<file path="src/rtl/i_arbiter_4_2_if.sv">
// Request/grant bundle for the i_arbiter_4_2 round-robin arbiter.
//   req_n    : per-requester request, active low (0 = requesting)
//   gnt_n    : registered one-cold grant, active low
//   b        : encoded index of the current/last granted requester
//   valid    : high while a grant is active
//   busy_cnt : current hold count, for observation
// The master modport belongs to the requester side; the slave modport to the arbiter.
interface i_arbiter_4_2_if #(
  parameter int unsigned CNT_W = 4
);
  logic [3:0]       req_n;
  logic [3:0]       gnt_n;
  logic [1:0]       b;
  logic             valid;
  logic [CNT_W-1:0] busy_cnt;

  modport master (
    output req_n,
    input  gnt_n,
    input  b,
    input  valid,
    input  busy_cnt
  );

  modport slave (
    input  req_n,
    output gnt_n,
    output b,
    output valid,
    output busy_cnt
  );
endinterface

</file>
<file path="src/rtl/i_arbiter_4_2.sv">
// Four-way round-robin arbiter with active-low (one-cold) requests and grants.
// The grant index b is emitted in the same 2-bit encoded form produced by the
// i_encoder_4_2 family. A hold timer forces the owner off the resource after
// MAX_HOLD grant cycles when another requester is waiting (MAX_HOLD = 0 disables).
//   clk   : rising-edge clock
//   reset : asynchronous, active-high reset
//   bus   : slave side of i_arbiter_4_2_if (req_n in; gnt_n, b, valid, busy_cnt out)
// All outputs are registered; nothing in req_n reaches an output combinationally.
module i_arbiter_4_2 #(
  parameter int unsigned MAX_HOLD = 8,
  parameter int unsigned CNT_W    = 4
) (
  input  logic            clk,
  input  logic            reset,
  i_arbiter_4_2_if.slave  bus
);

  // Last busy_cnt value of a full hold period; only meaningful when MAX_HOLD != 0.
  localparam logic [CNT_W-1:0] HoldLast = (MAX_HOLD == 0) ? '0 : CNT_W'(MAX_HOLD - 1);
  localparam logic [CNT_W-1:0] CntMax   = '1;

  typedef enum logic [1:0] {
    StIdle,
    StGrant,
    StRelease
  } state_e;

  state_e           state_q;
  logic [1:0]       ptr_q;
  logic [3:0]       gnt_n_q;
  logic [1:0]       b_q;
  logic             valid_q;
  logic [CNT_W-1:0] busy_cnt_q;

  logic       found;
  logic [1:0] win;
  logic [1:0] idx;
  logic       owner_released;
  logic       others_pending;
  logic       preempt;

  // Round-robin pick: first requesting index at or above ptr, wrapping 3 -> 0.
  always_comb begin
    found = 1'b0;
    win   = ptr_q;
    idx   = '0;
    for (int i = 0; i < 4; i++) begin
      idx = ptr_q + 2'(i);
      if (!found && !bus.req_n[idx]) begin
        found = 1'b1;
        win   = idx;
      end
    end
  end

  always_comb begin
    owner_released = bus.req_n[b_q];
    others_pending = |(~bus.req_n & ~(4'b0001 << b_q));
    preempt        = (MAX_HOLD != 0) && (busy_cnt_q == HoldLast) && others_pending;
  end

  always_ff @(posedge clk or posedge reset) begin
    if (reset) begin
      state_q    <= StIdle;
      ptr_q      <= 2'd0;
      gnt_n_q    <= 4'b1111;
      b_q        <= 2'd0;
      valid_q    <= 1'b0;
      busy_cnt_q <= '0;
    end else begin
      unique case (state_q)
        StIdle: begin
          if (found) begin
            state_q    <= StGrant;
            gnt_n_q    <= ~(4'b0001 << win);
            b_q        <= win;
            valid_q    <= 1'b1;
            busy_cnt_q <= '0;
          end
        end
        StGrant: begin
          if (busy_cnt_q != CntMax) begin
            busy_cnt_q <= busy_cnt_q + CNT_W'(1);
          end
          // Owner release takes priority over preemption; both end in RELEASE.
          if (owner_released || preempt) begin
            state_q    <= StRelease;
            gnt_n_q    <= 4'b1111;
            valid_q    <= 1'b0;
            busy_cnt_q <= '0;
          end
        end
        StRelease: begin
          // b keeps the last owner so the search resumes just past it.
          ptr_q   <= b_q + 2'd1;
          state_q <= StIdle;
        end
        default: begin
          state_q <= StIdle;
        end
      endcase
    end
  end

  assign bus.gnt_n    = gnt_n_q;
  assign bus.b        = b_q;
  assign bus.valid    = valid_q;
  assign bus.busy_cnt = busy_cnt_q;

endmodule

</file>
<file path="src/flat_wrapper.sv">
// flat-port wrapper written by rule: the top's interface ports become plain ports
module i_arbiter_4_2_flat 
#(
  parameter int unsigned MAX_HOLD = 8,
  parameter int unsigned CNT_W    = 4
)
  (clk, reset, bus_req_n, bus_gnt_n, bus_b, bus_valid, bus_busy_cnt);
  i_arbiter_4_2_if #(.CNT_W(CNT_W)) bus_i ();
  input  logic clk;
  input  logic reset;
  input wire logic [$bits(bus_i.req_n)-1:0] bus_req_n;
  output wire logic [$bits(bus_i.gnt_n)-1:0] bus_gnt_n;
  output wire logic [$bits(bus_i.b)-1:0] bus_b;
  output wire logic [$bits(bus_i.valid)-1:0] bus_valid;
  output wire logic [$bits(bus_i.busy_cnt)-1:0] bus_busy_cnt;
  assign bus_i.req_n = bus_req_n;
  assign bus_gnt_n = bus_i.gnt_n;
  assign bus_b = bus_i.b;
  assign bus_valid = bus_i.valid;
  assign bus_busy_cnt = bus_i.busy_cnt;
  i_arbiter_4_2 #(.MAX_HOLD(MAX_HOLD), .CNT_W(CNT_W)) u_core (.clk(clk), .reset(reset), .bus(bus_i));
endmodule
</file>
<file path="config.mk">
export PLATFORM = sky130hd
export DESIGN_NAME = i_arbiter_4_2_flat
export DESIGN_NICKNAME = d
export VERILOG_FILES = /design/src/rtl/i_arbiter_4_2_if.sv /design/src/rtl/i_arbiter_4_2.sv /design/src/flat_wrapper.sv
export SDC_FILE = /design/constraint.sdc
export NUM_CORES = 1
export LEC_CHECK = 0
export BUFFER_PORTS_ARGS = -buffer_cell sky130_fd_sc_hd__buf_2
export CORE_MARGIN = 10
export CORE_UTILIZATION = 50
export CTS_BUF_LIST = sky130_fd_sc_hd__clkbuf_4 sky130_fd_sc_hd__clkbuf_8 sky130_fd_sc_hd__clkbuf_16
export DETAILED_ROUTE_END_ITERATION = 7
export GPL_ROUTABILITY_DRIVEN = 0
export PLACE_DENSITY_LB_ADDON = 0.05
export SLEW_MARGIN = 15
export SYNTH_ARGS = -nofsm -noshare
export SYNTH_HDL_FRONTEND = slang
export SYNTH_SLANG_ARGS = --single-unit
</file>
<file path="constraint.sdc">
create_clock -name clk -period 2 [get_ports clk]
set_input_delay 0.6 -clock clk [delete_from_list [all_inputs] [get_ports clk]]
set_output_delay 0.6 -clock clk [all_outputs]
set_load 0.005 [all_outputs]
</file>
# Word-level counts from Yosys, hierarchy flattened
# Cells that the tools add are included.
# word_totals
wordCells	76
regBits	15
out_inout_bits	11
inputBits	6
# classes
n_addsub	5
n_reduce_logical	17
magnitude_cmp	5
n_eq_ne	7
muxes	30
bitwise	4
n_shift	2
# op_table
cell	n
$mux 4	5
$pmux 4 s2	2
$lt 2x3->1 const B	5
$not 4->4	3
$mux 1	11
$bmux 1 s2	5
$mux 2	5
$shl 1x2->4 const A	2
$reduce_and 3->1	2
$logic_not 1->1	5
$add 2x1->2 const B	2
$add 2x2->2 const B	2
$add 4x1->4 const B	1
$and 4x4->4	1
$eq 4x3->1 const B	1
$logic_and 1x1->1	4
$ne 2x1->1 const B	2
$ne 4x4->1 const B	1
$pmux 2 s2	1
$reduce_and 2->1	2
$reduce_or 4->1	1
$ne 3x1->1 const B	1
$eq 2x1->1 const B	1
$eq 2x2->1 const B	1
other kinds (4)	4

# Depth between registers and ports, before layout
# Gate-level depths: netlist of the first run.
# logic_depth
word_depth	16
depth_mapped	6
mapped_depth_nobuf	6

# Worst setup path after synthesis of the first run
# Ideal clock, no wire load.
# synth_timing
kind	input -> register
startpoint	in bus_req_n[3]
endpoint	reg u_core.busy_cnt_q[3], in the netlist u_core.bus.busy_cnt[3]
setup_ns	0.096
arrival_ns	1.802
path_buffers	1
setup_slack_ns	0.102
path_stages	4
required_ns	1.904
cell_sequence	buf_6 > mux4_2 > o31a_1 > a311oi_2
# synth_via
elab_chain_cells	13
elab_cells_between_ends	32
cone_classes	eq/ne: 2; mux: 16; bitwise: 2; reduce/logical: 12
# synth_lines
item	line	text
start: declaration	flat_wrapper.sv:11	input wire logic [$bits(bus_i.req_n)-1:0] bus_req_n;
$bmux 1 s2	i_arbiter_4_2.sv:49	if (!found && !bus.req_n[idx]) begin
$mux 1 (not written as such)	i_arbiter_4_2.sv:49	
$logic_not 1->1	i_arbiter_4_2.sv:49	
$logic_and 1x1->1	i_arbiter_4_2.sv:49	
$mux 1	i_arbiter_4_2.sv:49	
$logic_not 1->1	i_arbiter_4_2.sv:49	
$logic_and 1x1->1	i_arbiter_4_2.sv:49	
$mux 1	i_arbiter_4_2.sv:49	
$logic_not 1->1	i_arbiter_4_2.sv:49	
$logic_and 1x1->1	i_arbiter_4_2.sv:49	
$mux 1	i_arbiter_4_2.sv:49	
$ne 2x1->1 (no source line)	--	
$reduce_and 3->1 (no source line)	--	
end signal: assignment	i_arbiter_4_2.sv:83	busy_cnt_q <= busy_cnt_q + CNT_W'(1);
end: declaration	i_arbiter_4_2.sv:33	logic [CNT_W-1:0] busy_cnt_q;
# Parallel ways exist; a longest one is shown, timed or not. The select of a mux whose other input is x is not followed.
# A chain may end at the register's enable or synchronous reset.

# Final worst setup path of the first run
# layout_timing
startpoint	reg u_core.b_q[0], in the netlist u_core.bus.b[0]
endpoint	reg u_core.busy_cnt_q[3], in the netlist u_core.bus.busy_cnt[3]
# layout_via
elab_chain_cells	8
elab_cells_between_ends	12
cone_classes	eq/ne: 1; shift: 1; mux: 4; bitwise: 2; reduce/logical: 4
# layout_lines
item	line	text
start: declaration	i_arbiter_4_2.sv:31	logic [1:0] b_q;
start signal: assignment	i_arbiter_4_2.sv:76	b_q <= win;
$shl 1x2->4	i_arbiter_4_2.sv:58	others_pending = |(~bus.req_n & ~(4'b0001 << b_q));
$not 4->4	i_arbiter_4_2.sv:58	
$and 4x4->4	i_arbiter_4_2.sv:58	
$reduce_or 4->1	i_arbiter_4_2.sv:58	
$logic_and 1x1->1	i_arbiter_4_2.sv:59	preempt = (MAX_HOLD != 0) && (busy_cnt_q == HoldLast) && others_pending;
$logic_or 1x1->1 (*)	i_arbiter_4_2.sv:86	if (owner_released || preempt) begin
$ne 3x1->1 (no source line) or $mux 4 (tied branches)	--	
$reduce_and 3->1 (no source line) or $pmux 4 s2 (tied branches)	--	
# Mark *: on every way between the ends. The rest lies on a longest branch, timed or not. The select of a mux whose other input is x is not followed.

==> metrics.md, run 1 <==
| Metric | Value |
|---|---|
| Max FO, Critical Path | `7` |
| Final Hold Violating Endpoints | `0` |
| Drt initial violations | `46` |
| Yosys Warn Count | `0` |
| Die X | `63.35 um` |
| Max Buffers Root-to-Sink | `2` |
| Largest net degree at the start of global routing | `16` |
| Post-DR vias/cell | `between 5 and 6` |
| First-pass GRT wire length | `3822 um` |
| Root Buffer | `clkbuf_4` |
| Tmin final | `approximately 1900 ps` |
| Crit-path slowest cell | `mux4_2` |
| Final Non-Filler Cells | `141` |
| Critical path data required time | `2210 ps` |
| Synthesized area | `939.7 um^2` |
| Critical path endpoint category | `register` |
| CORE AREA | `1745 um^2` |
| Status | `finished clean` |
| Routed Antenna Nets | `0` |
| Fraction of the cycle the final worst path needs | `92.78%` |
| Dpl ws | `17.49 ps` |
| TNS Setup | `0 ps` |
| Static leakage | `0.5175 nW` |
| Worst slew margin | `62.67%` |
| Hold Buf Count CTS | `0` |
| Initial antenna violation count | `0` |
| Unrepaired setup endpoints after global routing | `no` |
| Synth cell types | `38` |
| Gr usage total | `11.63%` |
| Number of clock sinks | `15` |
| Setup WS post-layout | `144.4 ps` |
| Critical Path AT | `around 2100 ps` |
| DRC | `0` |
| Reg2reg path depth | `3` |
| Clk_lat worst skew | `around 290 ps` |
| Starting density of the core | `53.84%` |
| Routed WL | `2272 um` |
| Mapped Cells | `94` |
| Top FF cell, synth | `dfrtp_1` |
| Layout area overhead | `16.64%` |
| Share of flip-flops with an asynchronous set or reset | `100.0%` |
| Die area | `4013 um^2` |
| Final setup skew | `~7.0 ps` |
| Post-CTS setup repair buffer count | `0` |
| Commonest cells after routing, fill and taps aside | `16 x buf_2, 11 x dfrtp_1, 8 x inv_1` |
| Detailed placement HPWL | `between 1500 and 2000 um` |
| #FFs+latches synth | `15` |
| Grt ovf | `0` |
| Cell Chain, Critical Path | `mux4_2 > o31a_1 > a311oi_2` |
| WL/cell | `16.11 um` |
| # nets final | `~130` |
| Synth Net Count | `around 110` |
| CP peak stage delay | `600 ps` |
| Die Y | `63.35 um` |
| I/O Pins | `17` |
| Cell family with most CP delay | `compound AO/OA/AOI/OAI gates` |
| Share of layout cells above drive strength 1 | `between 30% and 40%` |
| Number of max-cap violations | `0` |
| Vias in the first global route | `802` |
| Slew at the pin closest to its max-slew limit | `559.3 ps` |
| Placed cell count | `137` |
| Min-delay worst type | `in2async` |
| Post-synth EDFFs | `0` |
| Post-cts gate resize count | `0` |
| Max Fclk | `538.9 MHz` |
| CTS tree | `yes` |
| # diodes | `0` |
| Critical path class | `reg2reg` |
| Final Core Density | `between 60% and 70%` |
| Startpoint types | `register` |
| Peak supply drop | `0.8659 mV` |
| Avg Cell Area, Syn | `around 10 um^2` |
| Row cnt | `15` |
| Commonest non-fill, non-tap cell in the layout | `buf_2` |
| Sequential share of the synthesized area | `40.48%` |
| Buf+Inv Stages, Crit Path | `0` |
| Power per cell area | `1397 nW/um^2` |
| H-tree Lvls | `1` |
| Final Setup Violations | `0` |
| WP depth | `3` |
| Clock transition at path regs | `roughly 90 ps` |
| Clock buffer count from CTS | `3` |
| Via count | `between 800 and 900` |
| PortBufs | `16` |
| DR pass1 iterations | `4` |
| Slew Limit Fails | `0` |
==> stage by stage <==
step                power, mW  cell area [um^2]  hold slack [ps]
floorplan               1.090             939.7            494.3
global placement        1.324              1066            499.8
detailed placement      1.344              1066            495.6
CTS                     1.535              1096            363.1
global route            1.656              1096            386.5
finish                  1.531              1096            342.3
==> logic make-up (layout without fill, tap and decap cells) <==
logic type               after synthesis  count (layout)  share of synthesized area [%]
AO/OA/AOI/OAI                         33              33                          28.49
buffers and inverters                 12              34                          6.392
adder cells (fa/ha/maj)                5               5                          6.658
AND/OR/NAND/NOR                       27              27                          14.38
multiplexers                           2               2                          3.595
flip-flops                            15              15                          40.48
==> state kept, by name, summed over array words and instances (netlist names) <==
register / count
u_core.bus.b: 2
u_core.bus.gnt_n: 4
u_core.bus.busy_cnt: 4
u_core.state_q: 2
u_core.bus.valid: 1
u_core.ptr_q: 2
==> synth_stat cells, types with 3 or more instances <==
cell | count | share of area, %
nand2b_1 | 4 | 2.7
a2bb2oi_1 | 5 | 4.7
o21ai_0 | 4 | 2.1
inv_1 | 8 | 3.2
ha_1 | 5 | 6.7
o22ai_1 | 4 | 2.7
dfstp_2 | 4 | 11
nand3_1 | 3 | 1.6
nor2_1 | 6 | 2.4
nand2_1 | 6 | 2.4
dfrtp_1 | 11 | 29
==> final cells by class <==
| cell class | count | area, um^2 |
|---|---|---|
| Tap cell | 25 | 31.28 |
| Sequential cell | 15 | 380.4 |
| Timing Repair Buffer | 22 | 125.1 |
| Fill cell | 156 | 649.4 |
| Inverter | 8 | 30.03 |
| Multi-Input combinational cell | 67 | 499.2 |
| Clock buffer | 4 | 30.03 |
==> routing by layer <==
metal	vias to the layer above	routed length (um)	track usage, %
li1	400	-	-
met1	404	1043	14.89
met2	30	1010	17.34
met3	5	167	3.180
met4	0	51	5.738
met5	-	0	0
==> final timing paths <==
check                                     from                     end  slack (ps)
max reg2reg                    u_core.bus.b[0]  u_core.bus.busy_cnt[3]         140
min reg2reg                u_core.bus.gnt_n[2]     u_core.bus.gnt_n[2]         510
max                            u_core.bus.b[0]  u_core.bus.busy_cnt[3]         140
min in group clk           u_core.bus.gnt_n[2]     u_core.bus.gnt_n[2]         510
max in group asynchronous                reset     u_core.bus.gnt_n[2]        1280
min                                      reset       u_core.state_q[1]         340
==> power breakdown <==
part | switching [mW] | internal, mW
clock network | 0.102 | 0.0913
registers | 0.135 | 0.439
logic | 0.392 | 0.370
(Power assumes the default switching activity.)
==> run 2, diff against run 1 <==
--- a/config.mk
+++ b/config.mk
@@ -5,11 +5,11 @@
 export SDC_FILE = /design/constraint.sdc
 export NUM_CORES = 1
 export LEC_CHECK = 0
-export BUFFER_PORTS_ARGS = -buffer_cell sky130_fd_sc_hd__buf_2
 export CORE_MARGIN = 10
 export CORE_UTILIZATION = 50
 export CTS_BUF_LIST = sky130_fd_sc_hd__clkbuf_4 sky130_fd_sc_hd__clkbuf_8 sky130_fd_sc_hd__clkbuf_16
 export DETAILED_ROUTE_END_ITERATION = 7
+export DONT_BUFFER_PORTS = 1
 export GPL_ROUTABILITY_DRIVEN = 0
 export PLACE_DENSITY_LB_ADDON = 0.05
 export SLEW_MARGIN = 15
==> run 2 against run 1 <==
Fmax shrank 0.54%; flip-flop and latch count is the same; hold slack lost 100 ps; register-to-register slack barely moved; final cell count decreased by 14%; critical path type unchanged; via count fell by 11%; total power is 7.3% lower; first-iteration DRC count fell by 57%; combinational power is 14% lower; sequential power rose by 2%; largest cell class unchanged; die area stayed put; clock skew decreased by 4.6 ps.
==> metrics.md, run 2 (synthesis gave the netlist of run 1 again) <==
| Metric | Value |
|---|---|
| Crit-path slowest cell | `mux4_2` |
| Initial antenna violation count | `0 (unchanged)` |
| Critical path endpoint category | `register` |
| Via count | `745 (-11%)` |
| CTS tree | `yes` |
| Buf+Inv Stages, Crit Path | `0 (unchanged)` |
| Tmin final | `1866 ps (+9.994 ps)` |
| Post-DR vias/cell | `6.157 (+3.5%)` |
| Cell family with most CP delay | `compound AO/OA/AOI/OAI gates` |
| Reg2reg start | `u_core.bus.b[0]` |
| Clock buffer count from CTS | `3 (unchanged)` |
| Worst slew margin | `63.62% (+0.95 points)` |
| Min-delay worst type | `in2async` |
| Hold Buf Count CTS | `0 (unchanged)` |
| Detailed placement HPWL | `1551 um (-11%)` |
| Share of power burned in registers | `41.5% (+4.0 points)` |
| H-tree Lvls | `1 (unchanged)` |
| Post-cts gate resize count | `0 (unchanged)` |
| Startpoint types | `register` |
| Starting density of the core | `53.84% (unchanged)` |
| WL/cell | `16.48 um (+2.3%)` |
| Slew at the pin closest to its max-slew limit | `545.1 ps (-14.20 ps)` |
| CP peak stage delay | `590 ps (about the same)` |
| Critical path class | `reg2reg` |
| Fraction of the cycle the final worst path needs | `93.28% (+0.50 points)` |
| Cell Chain, Critical Path | `mux4_2 > o31a_1 > a311oi_2` |
| Drt initial violations | `20 (-57%)` |
| # nets final | `108 (-16%)` |
| Largest net degree at the start of global routing | `16 (unchanged)` |
| CORE AREA | `1745 um^2 (unchanged)` |
| Share of layout cells above drive strength 1 | `18.75% (-14 points)` |
| First-pass GRT wire length | `3263 um (-15%)` |
| # diodes | `0 (unchanged)` |
| Post-CTS setup repair buffer count | `0 (unchanged)` |
| I/O Pins | `17 (unchanged)` |
| Row cnt | `15 (unchanged)` |
| R2R Setup Slk | `130 ps (about the same)` |
| Switching power total | `0.5958 mW (-5.5%)` |
| Critical path data required time | `2190 ps (-20 ps)` |
| Reg2reg path depth | `3 (unchanged)` |
| Commonest non-fill, non-tap cell in the layout | `dfrtp_1` |
| Commonest cells after routing, fill and taps aside | `11 x dfrtp_1, 8 x inv_1, 6 x nor2_1, 6 x nand2_1` |
| Slew Limit Fails | `0 (unchanged)` |
| Gr usage total | `9.659% (-2.0 points)` |
| Final Hold Violating Endpoints | `0 (unchanged)` |
| Routed WL | `1994 um (-12%)` |
| Static leakage | `0.4328 nW (-16%)` |
| Max Buffers Root-to-Sink | `2 (unchanged)` |
| Max FO, Critical Path | `7 (unchanged)` |
| Final Setup Violations | `0 (unchanged)` |
| Unrepaired setup endpoints after global routing | `no` |
| Die Y | `63.35 um (unchanged)` |
| Filler cells | `167 (+7.1%)` |
| Final setup skew | `2.323 ps (-4.643 ps)` |
| Grt ovf | `0 (unchanged)` |
| Peak supply drop | `0.7862 mV (-9.2%)` |
| Number of clock sinks | `15 (unchanged)` |
| Max Fclk | `536.0 MHz (-0.54%)` |
| DRC | `0 (unchanged)` |
| Tot Pwr | `1.419 mW (-7.3%)` |
| Clk_lat worst skew | `280 ps (about the same)` |
| Reg-to-reg endpoint | `u_core.bus.busy_cnt[3]` |
| Die area | `4013 um^2 (unchanged)` |
| Routed Antenna Nets | `0 (unchanged)` |
| Combinational power share | `46.4% (-3.4 points)` |
| Critical Path AT | `2060 ps (about the same)` |
| Clock share of power | `12.1% (-0.5 points)` |
| Number of max-cap violations | `0 (unchanged)` |
| Power per cell area | `1443 nW/um^2 (+3.3%)` |
| TNS Setup | `0 ps (unchanged)` |
| Layout area overhead | `4.660%` |
| Clock transition at path regs | `90 ps (about the same)` |
| Die X | `63.35 um (unchanged)` |
| PortBufs | `0 (-16)` |
| Status | `finished clean` |
| Root Buffer | `clkbuf_4` |
| DR pass1 iterations | `4 (unchanged)` |
| Vias in the first global route | `678 (-15%)` |
| Pint | `0.8235 mW (-8.5%)` |
| Switching Share | `41.98% (+0.80 points)` |
[run 2: cell count changes in the layout (fill, tap and decap cells not counted)]
cell	delta
buf_2	-16
buf_4	-4
clkbuf_4	-1
clkinv_2	+1
[run 2: how the worst max path moves through the flow]
stage                     slack [ps]                     end  cells after the start       startpoint
after floorplan                  100  u_core.bus.busy_cnt[3]                      4     bus_req_n[3]
after global placement           150  u_core.bus.busy_cnt[3]                      3     bus_req_n[3]
after detailed placement         140  u_core.bus.busy_cnt[3]                      3     bus_req_n[3]
after CTS                        130  u_core.bus.busy_cnt[3]                      3  u_core.bus.b[0]
after global routing              20     u_core.bus.gnt_n[3]                      6  u_core.bus.b[0]
final                            130  u_core.bus.busy_cnt[3]                      3  u_core.bus.b[0]
[run 2: through the flow]
stage	instances	setup slack, ps	hold WS, ps	util (%)	area (um^2)
3_3_place_gp	117	150.7	513.7	54.77	955.9
2_1_floorplan	94	102.2	494.3	-	939.7
5_1_grt	121	15.61	270.3	56.34	983.4
3_5_place_dp	117	140.2	511.0	54.77	955.9
4_1_cts	121	132.0	260.3	56.34	983.4
6_report	121	134.4	242.0	56.34	983.4
[run 2: per-layer routing]
layer  track usage, %  vias to the layer above  share of wire [%]
met5                0                        -                  0
met4            2.732                        0               0.50
met3            4.594                        2                9.3
met2            13.44                       27                 43
met1            12.79                      362                 47
li1                 -                      354                  -
[run 2: power by group through the flow]
stage	Combinational, mW	Sequential, mW	Clock (mW)
4_1_cts	0.661	0.595	0.176
5_1_grt	0.741	0.617	0.188
3_3_place_gp	0.649	0.594	0
6_report	0.658	0.589	0.172
3_5_place_dp	0.655	0.600	0
2_1_floorplan	0.545	0.545	0
[run 2: cell type report]
cell class / count / area (um^2) / area share, %
Tap cell: 25 / 31.28 / 3.181
Sequential cell: 15 / 380.4 / 38.68
Inverter: 8 / 30.03 / 3.053
Timing Repair Buffer: 2 / 15.01 / 1.527
Multi-Input combinational cell: 67 / 499.2 / 50.76
Clock inverter: 1 / 5.005 / 0.5089
Clock buffer: 3 / 22.52 / 2.290
[run 2: worst reg2reg max path, cell delays in order (launching register included)]
cell and delay (ps):
dfrtp_1 510, mux4_2 600, o31a_1 410, a311oi_2 270
==> run 3, diff against run 2 <==
--- a/config.mk
+++ b/config.mk
@@ -5,8 +5,10 @@
 export SDC_FILE = /design/constraint.sdc
 export NUM_CORES = 1
 export LEC_CHECK = 0
+export CELL_PAD_IN_SITES_DETAIL_PLACEMENT = 1
+export CELL_PAD_IN_SITES_GLOBAL_PLACEMENT = 1
 export CORE_MARGIN = 10
-export CORE_UTILIZATION = 50
+export CORE_UTILIZATION = 46
 export CTS_BUF_LIST = sky130_fd_sc_hd__clkbuf_4 sky130_fd_sc_hd__clkbuf_8 sky130_fd_sc_hd__clkbuf_16
 export DETAILED_ROUTE_END_ITERATION = 7
 export DONT_BUFFER_PORTS = 1
==> run 3 against run 2 <==
Sequential power grew 1%; critical path depth up 2; final cell count increased by 1.7%; die area is 5.9% higher; via count rose by 3.8%; first-iteration DRC count rose by 20%; wire length rose by 15%; global-route usage increased by 1.4 points; total power grew 1.3%; sequential share of layout area down 0.098 points; hold slack worse by 0.51 ps; clock skew up 1.8 ps.
==> metrics.md, run 3 (synthesis gave the netlist of run 1 again) <==
| Metric | Value |
|---|---|
| Final Setup Violations | `0 (unchanged)` |
| Initial antenna violation count | `0 (unchanged)` |
| Final Hold Violating Endpoints | `0 (unchanged)` |
| # diodes | `0 (unchanged)` |
| Met2 GRT Util | `16.59% (+3.1 points)` |
| Static leakage | `0.4326 nW (about the same)` |
| Commonest non-fill, non-tap cell in the layout | `dfrtp_1` |
| Unrepaired setup endpoints after global routing | `no` |
| M3 GR Usage | `3.390% (-1.2 points)` |
| Post-DR vias/cell | `6.285 (+2.1%)` |
| Status | `finished clean` |
| Reg-to-reg endpoint | `u_core.bus.busy_cnt[3]` |
| Die area | `4250 um^2 (+5.9%)` |
| WL/cell | `18.63 um (+13%)` |
| Via count | `773 (+3.8%)` |
| Startpoint types | `register` |
| DRC | `0 (unchanged)` |
| Min-delay worst type | `in2async` |
| Multi-input gate area | `499.2 um^2 (unchanged)` |
| Grt ovf | `0 (unchanged)` |
| First-pass GRT wire length | `3774 um (+16%)` |
| Gr busiest metal | `met2` |
| Routed Antenna Nets | `0 (unchanged)` |
| Hold Buf Count CTS | `0 (unchanged)` |
| Die X | `65.20 um (+2.9%)` |
| # nets final | `108 (unchanged)` |
| Post-CTS setup repair buffer count | `0 (unchanged)` |
| Gr usage total | `11.07% (+1.4 points)` |
| H-tree Lvls | `1 (unchanged)` |
| Post-cts gate resize count | `0 (unchanged)` |
| DR pass1 iterations | `4 (unchanged)` |
| Drt initial violations | `24 (+20%)` |
| Vias in the first global route | `775 (+14%)` |
| GR Util met1 | `14.26% (+1.5 points)` |
| Filler cells | `227 (+36%)` |
| Cell Chain, Critical Path | `ha_1 > and2_1 > o211a_1 > o31a_1 > a311oi_2` |
| Max Buffers Root-to-Sink | `2 (unchanged)` |
| Detailed placement HPWL | `1789 um (+15%)` |
| Critical path endpoint category | `register` |
| Setup WS post-layout | `201.9 ps (+67.55 ps)` |
| PortBufs | `0 (unchanged)` |
| Slew at the pin closest to its max-slew limit | `563.3 ps (+18.19 ps)` |
| I/O Pins | `17 (unchanged)` |
| Tot Pwr | `1.438 mW (+1.3%)` |
| Dpl ws | `141.9 ps (+1.773 ps)` |
| Placed cell count | `119 (+1.7%)` |
| CP startpoint | `u_core.bus.busy_cnt[0]` |
| Post-route cell area | `985.9 um^2 (+0.25%)` |
| Commonest cells after routing, fill and taps aside | `11 x dfrtp_1, 8 x inv_1, 6 x nor2_1, 6 x nand2_1` |
| CORE AREA | `1942 um^2 (+11%)` |
| Final Non-Filler Cells | `123 (+1.7%)` |
| Share of layout cells above drive strength 1 | `18.75% (unchanged)` |
| Number of clock sinks | `15 (unchanged)` |
| Final setup skew | `4.095 ps (+1.772 ps)` |
| R2R Setup Slk | `200 ps (+70 ps)` |
| Power per cell area | `1458 nW/um^2 (+1.1%)` |
| Worst Setup EP | `u_core.bus.busy_cnt[3]` |
| Storage element area | `380.4 um^2 (unchanged)` |
| Clk_lat worst skew | `290 ps (about the same)` |
| Routed WL | `2291 um (+15%)` |
| Starting density of the core | `48.39% (-5.4 points)` |
| Row cnt | `16 (+1)` |
| Critical Path AT | `2000 ps (-60 ps)` |
| Critical path data required time | `2200 ps (about the same)` |
| Worst slew margin | `62.41% (-1.2 points)` |
| Slew Limit Fails | `0 (unchanged)` |
| Critical path class | `reg2reg` |
| Crit-path slowest cell | `dfrtp_1` |
| Reg2reg start | `u_core.bus.busy_cnt[0]` |
| TNS Setup | `0 ps (unchanged)` |
| Fraction of the cycle the final worst path needs | `89.90% (-3.4 points)` |
| Largest net degree at the start of global routing | `16 (unchanged)` |
| Clock buffer count from CTS | `3 (unchanged)` |
| CTS tree | `yes` |
| Max FO, Critical Path | `7 (unchanged)` |
| Peak supply drop | `0.7046 mV (-10%)` |
| Max Fclk | `556.2 MHz (+3.8%)` |
| Die Y | `65.20 um (+2.9%)` |
| CP peak stage delay | `470 ps (-120 ps)` |
| Layout area overhead | `4.927%` |
| Clock transition at path regs | `90 ps (about the same)` |
| Reg2reg path depth | `5 (+2)` |
| Cell Area, Placed | `958.4 um^2 (+0.26%)` |
| Tmin final | `1798 ps (-67.55 ps)` |
| Root Buffer | `clkbuf_4` |
| Number of max-cap violations | `0 (unchanged)` |
run 3: cell counts in the layout (fill, tap and decap cells not counted):
Identical to the previous run, type by type.
run 3: report_power, final:
part / internal (mW) / total [mW] / switching (mW) / leakage, nW
combinational: 0.311 / 0.667 / 0.356 / 0.233
clock: 0.0743 / 0.174 / 0.0997 / 0.0177
sequential: 0.440 / 0.597 / 0.157 / 0.182
run 3: final cells by class:
type	count	share of cell area, %
clock inverters	1	0.5076
inverters	8	3.046
multi-input cells	67	50.63
well taps	27	3.426
clock buffers	3	2.284
flip-flops and latches	15	38.58
repair buffers	2	1.523
run 3: per-stage QoR:
| step | hold slack (ps) | utilization, % |
|---|---|---|
| 2_1_floorplan | 494.3 | - |
| 3_3_place_gp | 514.6 | 49.36 |
| 3_5_place_dp | 510.7 | 49.36 |
| 4_1_cts | 252.1 | 50.77 |
| 5_1_grt | 269.8 | 50.77 |
| 6_report | 241.5 | 50.77 |
run 3: how the worst min path moves through the flow:
stage / end / from / slack, ps
final: u_core.state_q[0] / reset / 240
after global routing: u_core.state_q[0] / reset / 270
after CTS: u_core.state_q[0] / reset / 250
after detailed placement: u_core.bus.gnt_n[1] / u_core.bus.gnt_n[1] / 510
after global placement: u_core.bus.gnt_n[2] / u_core.bus.gnt_n[2] / 510
after floorplan: u_core.bus.gnt_n[0] / u_core.bus.gnt_n[0] / 490
run 3: critical path, delay by kind of cell (launching register included):
family / cells / cell delay (ps)
AOI/OAI and AO/OA: 3 / 760
adders and majority gates: 1 / 260
DFF: 1 / 470
and+or+nand+nor: 1 / 240
run 3: layer usage:
metal / wire length (um) / up-vias / share of wire [%]
met4: 28 / 0 / 1.2
met3: 165 / 4 / 7.2
met5: 0 / - / 0
met1: 1068 / 396 / 47
li1: - / 357 / -
met2: 1029 / 16 / 45
